===== config.mk =====
export PLATFORM = sky130hd
export DESIGN_NAME = multimode_ring_counter
export DESIGN_NICKNAME = d
export VERILOG_FILES = /design/src/rtl/multimode_ring_counter.sv
export SDC_FILE = /design/constraint.sdc
export NUM_CORES = 1
export LEC_CHECK = 0
export ABC_AREA = 1
export CAP_MARGIN = 15
export CELL_PAD_IN_SITES_DETAIL_PLACEMENT = 0
export CELL_PAD_IN_SITES_GLOBAL_PLACEMENT = 1
export CORE_MARGIN = 10
export CORE_UTILIZATION = 39
export CTS_BUF_LIST = sky130_fd_sc_hd__clkbuf_4
export DETAILED_ROUTE_END_ITERATION = 16
export GPL_ROUTABILITY_DRIVEN = 1
export PLACE_DENSITY = 0.93
export SYNTH_ARGS = -nofsm -noshare
export SYNTH_HDL_FRONTEND = slang
export SYNTH_SLANG_ARGS = --single-unit

===== constraint.sdc =====
create_clock -name clk -period 6.1 [get_ports clk]
set_input_delay 1.22 -clock clk [delete_from_list [all_inputs] [get_ports clk]]
set_output_delay 1.22 -clock clk [all_outputs]
set_load 0.02 [all_outputs]

===== src/rtl/multimode_ring_counter.sv =====
// Ring / Johnson shift counter with direction control, parallel load, hold modes,
// illegal-state detection and optional recovery to the start state on the next step.
module multimode_ring_counter #(
   parameter int WIDTH        = 8,
   parameter bit SELF_CORRECT = 1'b1
) (
   input  logic             clk,
   input  logic             rst,
   input  logic             en,
   input  logic             dir,
   input  logic [1:0]       mode,
   input  logic             load,
   input  logic [WIDTH-1:0] load_val,
   output logic [WIDTH-1:0] q,
   output logic             wrap,
   output logic             err
);

   localparam logic [1:0] MODE_RING    = 2'b00;
   localparam logic [1:0] MODE_JOHNSON = 2'b01;

   generate
      if (WIDTH < 2) begin : g_bad_width
         $error("multimode_ring_counter: WIDTH must be at least 2");
      end
   endgenerate

   logic [1:0]       mode_q;
   logic [WIDTH-1:0] shifted;
   logic [WIDTH-1:0] start_cur;

   function automatic logic ring_legal(input logic [WIDTH-1:0] v);
      int unsigned ones;
      ones = 0;
      for (int i = 0; i < WIDTH; i++) begin
         if (v[i]) ones++;
      end
      return ones == 1;
   endfunction

   // Johnson codes are a block of ones against a block of zeros: at most one boundary.
   function automatic logic johnson_legal(input logic [WIDTH-1:0] v);
      int unsigned edges;
      edges = 0;
      for (int i = 0; i < WIDTH - 1; i++) begin
         if (v[i] != v[i+1]) edges++;
      end
      return edges <= 1;
   endfunction

   function automatic logic [WIDTH-1:0] start_of(input logic [1:0] m,
                                                 input logic [WIDTH-1:0] cur);
      logic [WIDTH-1:0] s;
      s = cur;
      if (m == MODE_RING)         s = {{(WIDTH-1){1'b0}}, 1'b1};
      else if (m == MODE_JOHNSON) s = '0;
      return s;
   endfunction

   always_comb begin
      err = 1'b0;
      if (mode_q == MODE_RING)         err = !ring_legal(q);
      else if (mode_q == MODE_JOHNSON) err = !johnson_legal(q);
   end

   always_comb begin
      shifted = q;
      if (mode_q == MODE_RING)
         shifted = dir ? {q[0], q[WIDTH-1:1]} : {q[WIDTH-2:0], q[WIDTH-1]};
      else if (mode_q == MODE_JOHNSON)
         shifted = dir ? {~q[0], q[WIDTH-1:1]} : {q[WIDTH-2:0], ~q[WIDTH-1]};
   end

   assign start_cur = start_of(mode_q, q);

   // One action per edge: mode change, then load, then enabled step.
   always_ff @(posedge clk or posedge rst) begin
      if (rst) begin
         q      <= {{(WIDTH-1){1'b0}}, 1'b1};
         mode_q <= MODE_RING;
         wrap   <= 1'b0;
      end else if (mode != mode_q) begin
         q      <= start_of(mode, q);
         mode_q <= mode;
         wrap   <= 1'b0;
      end else if (load) begin
         q    <= load_val;
         wrap <= 1'b0;
      end else if (en && !mode_q[1]) begin
         if (SELF_CORRECT && err) begin
            q    <= start_cur;
            wrap <= 1'b0;
         end else begin
            q    <= shifted;
            wrap <= !err && (shifted == start_cur);
         end
      end else begin
         wrap <= 1'b0;
      end
   end

endmodule


# Yosys cells after proc, flatten, opt, wreduce, memory -nomap -nowiden
# Cells that the tools add are included.
# word_totals
ff_bits	11
in_bits	15
elab_cells	97
# op_classes
addsub	13
n_lt_le_gt_ge	1
n_eq_ne	13
mux	55
bitwise	2
n_reduce_logical	10
# ops
op	n
$mux 32	35
$add 32x1->32 const B	13
$mux 8	12
$eq 32x1->1 const B	1
$le 32x1->1 const B	1
$eq 8x8->1	1
$mux 1	8
$ne 1x1->1	7
$eq 2x1->1 const B	2
$logic_not 1->1	4
$logic_not 2->1	2
$ne 3x1->1 const B	1
$reduce_bool 3->1	1
$logic_and 1x1->1	2
$ne 2x2->1	1
$not 1->1	2
$reduce_and 2->1	1

# Depth between registers and ports, before layout
# depth
word_depth	38
ltp_mapped	31

# Least setup slack after synthesis
# No wires, ideal clock.
# synth_path
path_type	reg2out
start	reg q[0]
end	out err
t_arrival_ns	4.445
path_slack_ns	0.435
path_stages_with_launch	26
path_cell_list	dfstp_2 inv_1 ha_1 ha_1 inv_1 nand2_1 nand2_1 inv_1 ha_1 or2_0 nand2_1 inv_1 ha_1 or2_2 a21boi_1 ha_1 nand2_1 nand2_1 ha_1 or2_2 nand2_1 nand2_1 nor2_1 nand2_2 nand2_2 nand2_1
# synth_via
elab_chain_len	32
word_cells_on_any_way	57
cone_classes	add/sub: 13; order compare: 1; eq/ne: 2; mux: 39; reduce/logical: 2
# synth_rtl
element	line_no	rtl
start: declaration	14	output logic [WIDTH-1:0] q,
start signal: assignment	79	q <= {{(WIDTH-1){1'b0}}, 1'b1};
start signal: assignment	83	q <= start_of(mode, q);
start signal: assignment	87	q <= load_val;
$ne 1x1->1	46	if (v[i] != v[i+1]) edges++;
$mux 1	46	
$mux 32	63	else if (mode_q == MODE_JOHNSON) err = !johnson_legal(q);
$mux 32	62	if (mode_q == MODE_RING) err = !ring_legal(q);
$add 32x1->32	46	
$mux 32	46	
$mux 32	63	
$mux 32	62	
[16 not listed]	--	
$add 32x1->32	46	
$mux 32	46	
$mux 32	63	
$mux 32	62	
$le 32x1->1	48	return edges <= 1;
$logic_not 1->1	63	
$mux 1	63	
$mux 1 *	62	
end: declaration	16	output logic err
# Mark *: on every way between the ends. The rest lies on a longest branch, timed or not. The select of a mux whose other input is x is not followed.

# Worst setup path after layout
# Ends and elaborated chain as after synthesis.

==> flow_metrics.py <==
metrics = {
    "worst_setup_path": {
        "critPathMaxStageDelay_ps": 540,
        "critical_path_class": "register to output pin",
        "required_ps": 4880,
        "endpoint_kind": "output pin",
        "cp_top_family": "adder cells",
        "cp_max_fo": 4,
        "startpoint_type": "register",
        "crit_buf_inv": 5,
        "crit_top_cell": "nand2_1",
        "cp_slowest_cell": "dfstp_2",
        "cp_data_arrival_time_ps": 4550,
    },
    "cts": {
        "clkSinkCount": 11,
        "h-tree-depth": 1,
        "worstSkewPairLatency_ps": 270,
        "clockBufferDepth": 2,
        "cts_made_buffers": 3,
        "cts_tree": "yes",
        "cts_root_buf": "clkbuf_4",
        "clk_pin_slew_ps": 70,
    },
    "drt": {
        "drt-initial-drc-count": 101,
        "ant_nets": 0,
        "routed-via-count": 2064,
        "first_pass_iters": 4,
        "wire_per_inst_um": 11.3,
        "met3_length_um": 183,
        "drc": 0,
        "top_layer": "met4",
        "wl_met1_um": 2110,
        "wirelength_um": 4710,
        "wl_met2_um": 2360,
        "vias_per_cell": 4.94,
    },
    "timing": {
        "fin_tns_setup_ps": 0,
        "hold_violations": 0,
        "fmax_mhz": 173,
        "drv_slew": 0,
        "min_period_ps": 5770,
        "worst_pin_slew_ps": 503,
        "fin_crit_sh_pct": 94.5,
        "skew_ps": 2.84,
        "relSlewSlack_pct": 66.5,
        "hold_slack_ps": 636,
        "setup_violations": 0,
        "rsz0062_at_grt": "false",
    },
    "power": {
        "irDropWorstVdd_mv": 0.124,
        "power.density_nw_per_um2": 297,
        "power_leakage_uw": 0.00126,
    },
    "layout": {
        "stdcell_count": 418,
        "n_antenna_cell": 0,
        "drive_gt1_share_pct": 12.9,
        "nets": 392,
        "seq_area_um2": 277,
        "postLayoutCoreUtil_pct": 47.7,
        "multiInputGateArea_um2": 1370,
        "final_common_cell": "nand2_1",
        "area_growth_pct": 19.6,
        "layout_common_cells": "nand2_1, inv_1, nand3_1",
        "fillers": 509,
    },
    "place": {
        "placed_cells": 413,
        "finalWeightedCongestion": 0.812,
        "hpwl_um": 3860,
        "port_buffers": 24,
    },
    "grt": {
        "grt_pass1_wl_um": 8540,
        "grt.overflow.total": 0,
        "grt_max_degree": 16,
        "antenna_found_initial": 0,
        "grtUsageTotal_pct": 12.8,
        "grt_pass1_vias": 2094,
    },
    "floorplanning": {
        "io_pins": 25,
        "num_rows": 25,
        "start_util_pct": 39.9,
        "coreArea_um2": 4660,
        "fp.dieH_um": 89.1,
        "die_w_um": 89.1,
        "die-area_um2": 7930,
    },
    "synth": {
        "ys_seq_elements": 11,
        "netlist_instances": 339,
        "yosys-top-cells-area": "nand2_1, dfrtp_1, inv_1, ha_1, nand3_1",
        "yosysTopAreaCellShare_pct": 26.2,
        "syn_area_um2": 1860,
        "avgSynthCellArea_um2": 5.49,
        "ys_seq_area_share_pct": 14.9,
        "yosys_warnings": 0,
        "synthesis.nets": 366,
        "yosysTopAreaCell": "nand2_1",
        "yosysUniqueCellTypes": 33,
    },
    "run_status": {
        "outcome": "finished clean",
    },
    "worst_hold_path": {
        "min_path_type": "register to register",
    },
    "flow_run": {
        "maxCapViolCount": 0,
    },
}
==> tightest hold or removal path, delay by kind of cell (launching register included) <==
kind	cells	cell delay (ps)
flops	1	340
buf+inv	1	150
simple gates	2	120
==> timing repair <==
action | in CTS | in global routing
setup endpoints to repair | 1 | 1
pin swaps | 0 | 2
setup buffers | 0 | 1
cloned | 0 | 0
hold buffers | 0 | 0
gates resized for setup | 4 | 6
==> cell usage after synthesis (all sizes together) <==
| library cell | number |
|---|---|
| nand2 | 143 |
| inv | 47 |
| nand3 | 32 |
| nor2 | 30 |
| a21oi | 16 |
| ha | 12 |
| o21ai | 11 |
| dfrtp | 10 |
| clkbuf | 6 |
| nand3b | 6 |
| buf | 5 |
| or2 | 4 |
| nor3 | 3 |
| xnor2 | 3 |
| a21boi | 2 |
| nand4 | 2 |
| xor2 | 2 |
| a22oi | 1 |
| clkinv | 1 |
| dfstp | 1 |
| nor4b | 1 |
| o2111ai | 1 |
==> flip-flops by register name (all words and copies together), names as in the netlist <==
register and flops:
mode_q 2, wrap 1, q 8
==> path summary, 6_finish.rpt <==
path | start | to | slack, ps | cells past startpoint
max in group asynchronous | rst | q[0] | 4520 | 2
min in group asynchronous | rst | q[5] | 1250 | 2
worst min register to register | q[1] | q[1] | 640 | 3
worst max-delay path | q[0] | err | 330 | 26
worst min-delay path | q[1] | q[1] | 640 | 3
worst max register to register | q[0] | q[6] | 1570 | 29
==> layout make-up <==
cell class	count	area share, %
multi-input combinational	269	61.7
timing repair buffer	32	13.4
sequential	11	12.4
inverter	48	8.10
tap	54	3.04
clock buffer	4	1.35
==> routing by layer <==
| metal | vias to the layer above | global-route usage [%] |
|---|---|---|
| li1 | 1113 | - |
| met1 | 904 | 14.2 |
| met2 | 41 | 24.6 |
| met3 | 6 | 1.82 |
| met4 | 0 | 3.76 |
| met5 | - | 0 |
==> power by group <==
part / switching, uW / internal (uW)
sequential: 21.1 / 82.6
clock: 25.1 / 29.8
combinational: 301 / 201
==> cells by family after synthesis <==
| family | count (synthesis) | share of synthesized area (%) |
|---|---|---|
| AO/OA/AOI/OAI | 31 | 9.75 |
| XOR/XNOR | 5 | 2.35 |
| AND/OR/NAND/NOR | 221 | 52.1 |
| adder cells (fa/ha/maj) | 12 | 8.07 |
| buffers and inverters | 59 | 12.8 |
| flip-flops | 11 | 14.9 |
==> metrics by stage <==
step,worst slack (ps),instance area [um^2],total power [uW]
2_1_floorplan,435,1860,469
3_3_place_gp,75.7,2160,581
3_5_place_dp,-25.8,2160,593
4_1_cts,26.3,2200,651
5_1_grt,1.43,2220,762
6_report,333,2220,661
Power figures use the tool's default switching activity.
